### src/rtl/reg_file_rename.sv
// Architectural register file with per-register rename tags.
// Combinational value-or-tag reads, commit writeback, rename claim, flush.
module reg_file_rename #(
  parameter int REG_NUM  = 32,
  parameter int DATA_W   = 32,
  parameter int ROB_ID_W = 4,
  localparam int IDX_W   = $clog2(REG_NUM)
) (
  input  logic                clk,
  input  logic                rst,
  input  logic                rdy,
  input  logic                flush,
  input  logic [IDX_W-1:0]    rs1,
  input  logic [IDX_W-1:0]    rs2,
  output logic [DATA_W-1:0]   rs1_val,
  output logic                rs1_busy,
  output logic [ROB_ID_W-1:0] rs1_tag,
  output logic [DATA_W-1:0]   rs2_val,
  output logic                rs2_busy,
  output logic [ROB_ID_W-1:0] rs2_tag,
  input  logic                rename_en,
  input  logic [IDX_W-1:0]    rename_rd,
  input  logic [ROB_ID_W-1:0] rename_rob_id,
  input  logic                commit_en,
  input  logic [IDX_W-1:0]    commit_rd,
  input  logic [ROB_ID_W-1:0] commit_rob_id,
  input  logic [DATA_W-1:0]   commit_value
);

  logic [DATA_W-1:0]   val_q  [REG_NUM];
  logic [ROB_ID_W-1:0] tag_q  [REG_NUM];
  logic [REG_NUM-1:0]  busy_q;

  logic commit_wr;
  logic rename_wr;
  logic commit_match;

  assign commit_wr = rdy && commit_en
                  && (commit_rd != '0);
  assign rename_wr = rdy && !flush && rename_en
                  && (rename_rd != '0);

  // tag clear only when the committing entry is still the newest writer
  assign commit_match = busy_q[commit_rd]
                     && (tag_q[commit_rd] == commit_rob_id);

  always_ff @(posedge clk or posedge rst) begin
    if (rst) begin
      for (int i = 0; i < REG_NUM; i++) begin
        val_q[i]  <= '0;
        tag_q[i]  <= '0;
        busy_q[i] <= 1'b0;
      end
    end else if (rdy) begin
      for (int i = 0; i < REG_NUM; i++) begin
        if (commit_wr && commit_rd == IDX_W'(i))
          val_q[i] <= commit_value;
        if (flush) begin
          busy_q[i] <= 1'b0;
          tag_q[i]  <= '0;
        end else if (rename_wr
                     && rename_rd == IDX_W'(i)) begin
          busy_q[i] <= 1'b1;
          tag_q[i]  <= rename_rob_id;
        end else if (commit_wr && commit_match
                     && commit_rd == IDX_W'(i)) begin
          busy_q[i] <= 1'b0;
          tag_q[i]  <= '0;
        end
      end
    end
  end

  logic rs1_byp;
  logic rs2_byp;

  assign rs1_byp = commit_en && (commit_rd == rs1)
                && busy_q[rs1]
                && (tag_q[rs1] == commit_rob_id);
  assign rs2_byp = commit_en && (commit_rd == rs2)
                && busy_q[rs2]
                && (tag_q[rs2] == commit_rob_id);

  always_comb begin
    rs1_val  = val_q[rs1];
    rs1_busy = busy_q[rs1];
    rs1_tag  = busy_q[rs1] ? tag_q[rs1] : '0;
    if (rs1 == '0) begin
      rs1_val  = '0;
      rs1_busy = 1'b0;
      rs1_tag  = '0;
    end else if (rs1_byp) begin
      rs1_val  = commit_value;
      rs1_busy = 1'b0;
      rs1_tag  = '0;
    end
  end

  always_comb begin
    rs2_val  = val_q[rs2];
    rs2_busy = busy_q[rs2];
    rs2_tag  = busy_q[rs2] ? tag_q[rs2] : '0;
    if (rs2 == '0) begin
      rs2_val  = '0;
      rs2_busy = 1'b0;
      rs2_tag  = '0;
    end else if (rs2_byp) begin
      rs2_val  = commit_value;
      rs2_busy = 1'b0;
      rs2_tag  = '0;
    end
  end

endmodule

### config.mk
export PLATFORM = sky130hd
export DESIGN_NAME = reg_file_rename
export DESIGN_NICKNAME = d
export VERILOG_FILES = /design/src/rtl/reg_file_rename.sv
export SDC_FILE = /design/constraint.sdc
export NUM_CORES = 2
export LEC_CHECK = 0
export CAP_MARGIN = 20
export CORE_ASPECT_RATIO = 1.75
export CORE_MARGIN = 4
export CORE_UTILIZATION = 41
export CTS_BUF_LIST = sky130_fd_sc_hd__clkbuf_4 sky130_fd_sc_hd__clkbuf_8
export DETAILED_ROUTE_END_ITERATION = 12
export GPL_TIMING_DRIVEN = 0
export SLEW_MARGIN = 15
export SYNTH_ARGS = -nofsm -noshare
export SYNTH_HDL_FRONTEND = slang
export SYNTH_SLANG_ARGS = --single-unit
### constraint.sdc
create_clock -name clk -period 116.7 [get_ports clk]
set_input_delay 29.175 -clock clk [delete_from_list [all_inputs] [get_ports clk]]
set_output_delay 29.175 -clock clk [all_outputs]
set_load 0.03 [all_outputs]
==> results.sh <==
export IMPL_drive_gt1_share_pct=44.2
export IMPL_seq_area_frac_synth_pct=43.8
export IMPL_wl_mm=273
export IMPL_worstSkewPairLatency_ps=940
export IMPL_pwr_share_seq_pct=45.3
export IMPL_grt_total_usage_pct=31.6
export IMPL_sw_frac_of_total_pct=30.1
export IMPL_start_kind="input port"
export IMPL_die_h_um=545
export IMPL_critPathBufInv=10
export IMPL_outcome="completed"
export IMPL_critPathSlowestCell="clkbuf_1"
export IMPL_tns_ps=0
export IMPL_crit_start="rs2[1]"
export IMPL_ys_warnings_count=0
export IMPL_p_clk_share_pct=33.6
export IMPL_grt_pass1_wl_mm=382
export IMPL_cts_tree="built"
export IMPL_fmax_mhz=15.4
export IMPL_leakagePower_nw=32.5
export IMPL_path_max_fanout=10
export IMPL_die_w_um=315
export IMPL_crit_chain="buf_6, buf_2, buf_4, buf_2, buf_2, buf_2, buf_2, nand3b_1, clkbuf_1, clkbuf_1, nand2_1, mux2i_1, clkdlybuf4s50_1"
export IMPL_dr_pass1_iters=6
export IMPL_synthArstFlopShare_pct=100
export IMPL_viasPerCell=6.57
export IMPL_synth_fp_nets=4821
export IMPL_layout_commonest_cell="dfrtp_1"
export IMPL_slew_viol_final=0
export IMPL_post_cts_buffers=0
export IMPL_dp_final_hpwl_mm=202
export IMPL_cap_violations=0
export IMPL_final_cell_mix="dfrtp_1, mux2_2, mux4_2"
export IMPL_gp_congestion=1.04
export IMPL_critPathMaxStageDelay_ps=960
export IMPL_grt_pass1_vias=50800
export IMPL_nets=5177
export IMPL_area_growth_pct=12.7
export IMPL_ys_ff_latch=1184
export IMPL_avgSynthCellArea_um2=14.2
export IMPL_maxSlewHeadroom_pct=18.4
export IMPL_cp_common_cell="buf_2"
export IMPL_grt_max_degree=111
export IMPL_clock_sinks=1184
export IMPL_dieArea_um2=172000
export IMPL_grt_overflow=0
export IMPL_placedCellCount=7104
export IMPL_cts_hold_fix_buffers=0
export IMPL_setup_viol=0
export IMPL_post_route_period_util_pct=55.8
export IMPL_power_density_nw_per_um2=14.8
export IMPL_period_minus_slack_ps=65080
export IMPL_final_cells=7436
export IMPL_ioPinCount=140
export IMPL_final_antenna_net_count=0
export IMPL_cts_inserted_buffers=187
export IMPL_critPathKind="in2out"
export IMPL_vias=48900
export IMPL_regArea_um2=29600
export IMPL_power_switching_w=0.000339
export IMPL_ctsResizeCount=0
export IMPL_rsz0062_at_grt="no"
export IMPL_clkSlewWorstSetupHoldPaths_ps=60
export IMPL_tightest_slew_ps=1220
export IMPL_r2r_start="tag_q[76]"
export IMPL_drc_errors=0
export IMPL_portBuffers=129
export IMPL_cp_top_family="buffers and inverters"
export IMPL_wl_per_cell_um=36.7
export IMPL_combPwrFrac_pct=21.1
export IMPL_synth_cell_types=70
export IMPL_synth_edf_count=0
export IMPL_final_cell_area_um2=76200
export IMPL_peakVddDrop_mv=0.00842
export IMPL_cp_arrival_ps=35900
export IMPL_cts_root_buf="clkbuf_8"
export IMPL_synthCells=4755
export IMPL_ys_flop_type="dfrtp_1"
export IMPL_drtIter0Drc=4880
export IMPL_hold_violations=0
export IMPL_hp_start="val_q[1012]"
export IMPL_nFillCells=14700
export IMPL_synth_area_um2=67600
export IMPL_worstPathRequired_ps=87530
export IMPL_finClkSkew_ps=66.1
export IMPL_place_area_um2=72300
export IMPL_coreArea_um2=164000
export IMPL_multiInputGateArea_um2=35700
export IMPL_initial_utilization_pct=41.1
export IMPL_antenna_found_initial=11
export IMPL_rows=197
export IMPL_hold_class="reg2reg"
export IMPL_cts_htree_levels=4
export IMPL_intPower_w=0.000787
export IMPL_crit_path_end_kind="output pin"
export IMPL_clk_path_buf_depth=4
==> layer usage <==
metal	share of wire (%)	routed length [µm]	global-route usage, %	vias to the layer above
met3	7.6	20800	7.79	1141
met4	9.9	27000	24.9	2
met2	50	137000	54.0	2795
met1	32	88000	32.9	25800
met5	0.0033	9	0	-
li1	-	-	-	19200
==> cells in the mapped netlist, types with 3 or more instances <==
library cell  count  share of area, %
a31oi_1           6             0.056
a21oi_1          87              0.64
o21ai_1          23              0.17
mux4_2          731                24
nor3b_1          38              0.42
a32o_1            4             0.059
xor2_1            4             0.052
dfrtp_1        1184                44
nor3_1           45              0.33
a41o_1           31              0.46
a221oi_1          5             0.065
nor4b_1          23              0.30
nand4_1           6             0.056
mux2i_1         128               1.9
o211ai_1         32              0.36
mux4_1            6              0.23
buf_6             7              0.12
buf_2           156               1.2
nor2_1          153              0.85
a31o_2            3             0.039
nand3b_1          6             0.067
o311ai_0          4             0.052
inv_1             7             0.039
xnor2_1           9              0.12
nand3_1          21              0.16
nand2b_1         44              0.41
and4_1            4             0.052
a22oi_1          86              0.95
buf_12            3             0.089
o311ai_1          5             0.065
o22ai_1           4             0.037
and3_1            8             0.074
nand2_1         261               1.4
buf_1            41              0.23
o221ai_1         12              0.16
a22o_1            4             0.052
or2_2             5             0.046
clkbuf_1        304               1.7
o21ai_0         159               1.2
nor4_1            5             0.046
mux2_2         1002                17
nor2b_1          22              0.20
and2_1           21              0.19
buf_4            11              0.12
o2bb2ai_1         3             0.039
==> worst register-to-register path: stages (launching register included) <==
cell and delay [ps]:
dfrtp_1 480, mux4_2 490, a32o_1 270, a31oi_1 580, and4_1 350, o22a_1 320, clkbuf_1 520, a41o_1 470
o21ai_0 150
==> path summary, 6_finish.rpt <==
kind                                to  slack [ps]  cells after the start
setup / recovery           rs2_val[30]       51620                     13
hold / removal             val_q[1012]         480                      1
setup reg to reg             tag_q[22]      112880                      8
hold reg to reg            val_q[1012]         480                      1
max in group asynchronous   val_q[201]       85360                      6
min in group asynchronous   tag_q[101]       28690                      2
==> final cells by class <==
class | instances | share of cell area (%)
diodes | 12 | 0.0394
plain buffers | 522 | 3.07
clock buffers | 294 | 4.90
clock inverters | 19 | 0.146
inverters | 9 | 0.0542
multi-input cells | 3040 | 46.8
flip-flops and latches | 1184 | 38.9
well taps | 2189 | 3.59
repair buffers | 167 | 2.53
==> registers in the layout, summed over array words and instances, names as in the netlist <==
| name | count |
|---|---|
| busy_q | 32 |
| tag_q | 128 |
| val_q | 1024 |
==> logic make-up after synthesis <==
family | after synthesis | share of synthesized area (%)
AOI/OAI and AO/OA | 487 | 4.61
xor gates and xnor gates | 13 | 0.168
buffers and inverters | 531 | 3.45
DFF | 1184 | 43.8
muxes | 1868 | 43.2
and+or+nand+nor | 672 | 4.80
==> power by group through the flow <==
stage	sequential [W]	clock (W)	combinational (W)
after floorplan	0.000498	0	0.000166
after global placement	0.000513	0	0.000229
after CTS	0.000508	0.000382	0.000236
after global routing	0.000515	0.000398	0.000250
after detailed placement	0.000516	0	0.000235
final	0.000511	0.000378	0.000238
==> metrics by stage <==
stage | hold slack, ps | util (%) | power, W | setup slack, ps
floorplan | 441 | - | 0.000664 | 54170
global placement | 452 | 43.6 | 0.000742 | 39490
detailed placement | 468 | 44.0 | 0.000750 | 51960
CTS | 482 | 46.3 | 0.00113 | 51940
global route | 506 | 46.4 | 0.00116 | 51880
finish | 481 | 46.4 | 0.00113 | 51620
No activity file was read; power rests on OpenSTA's default activity.
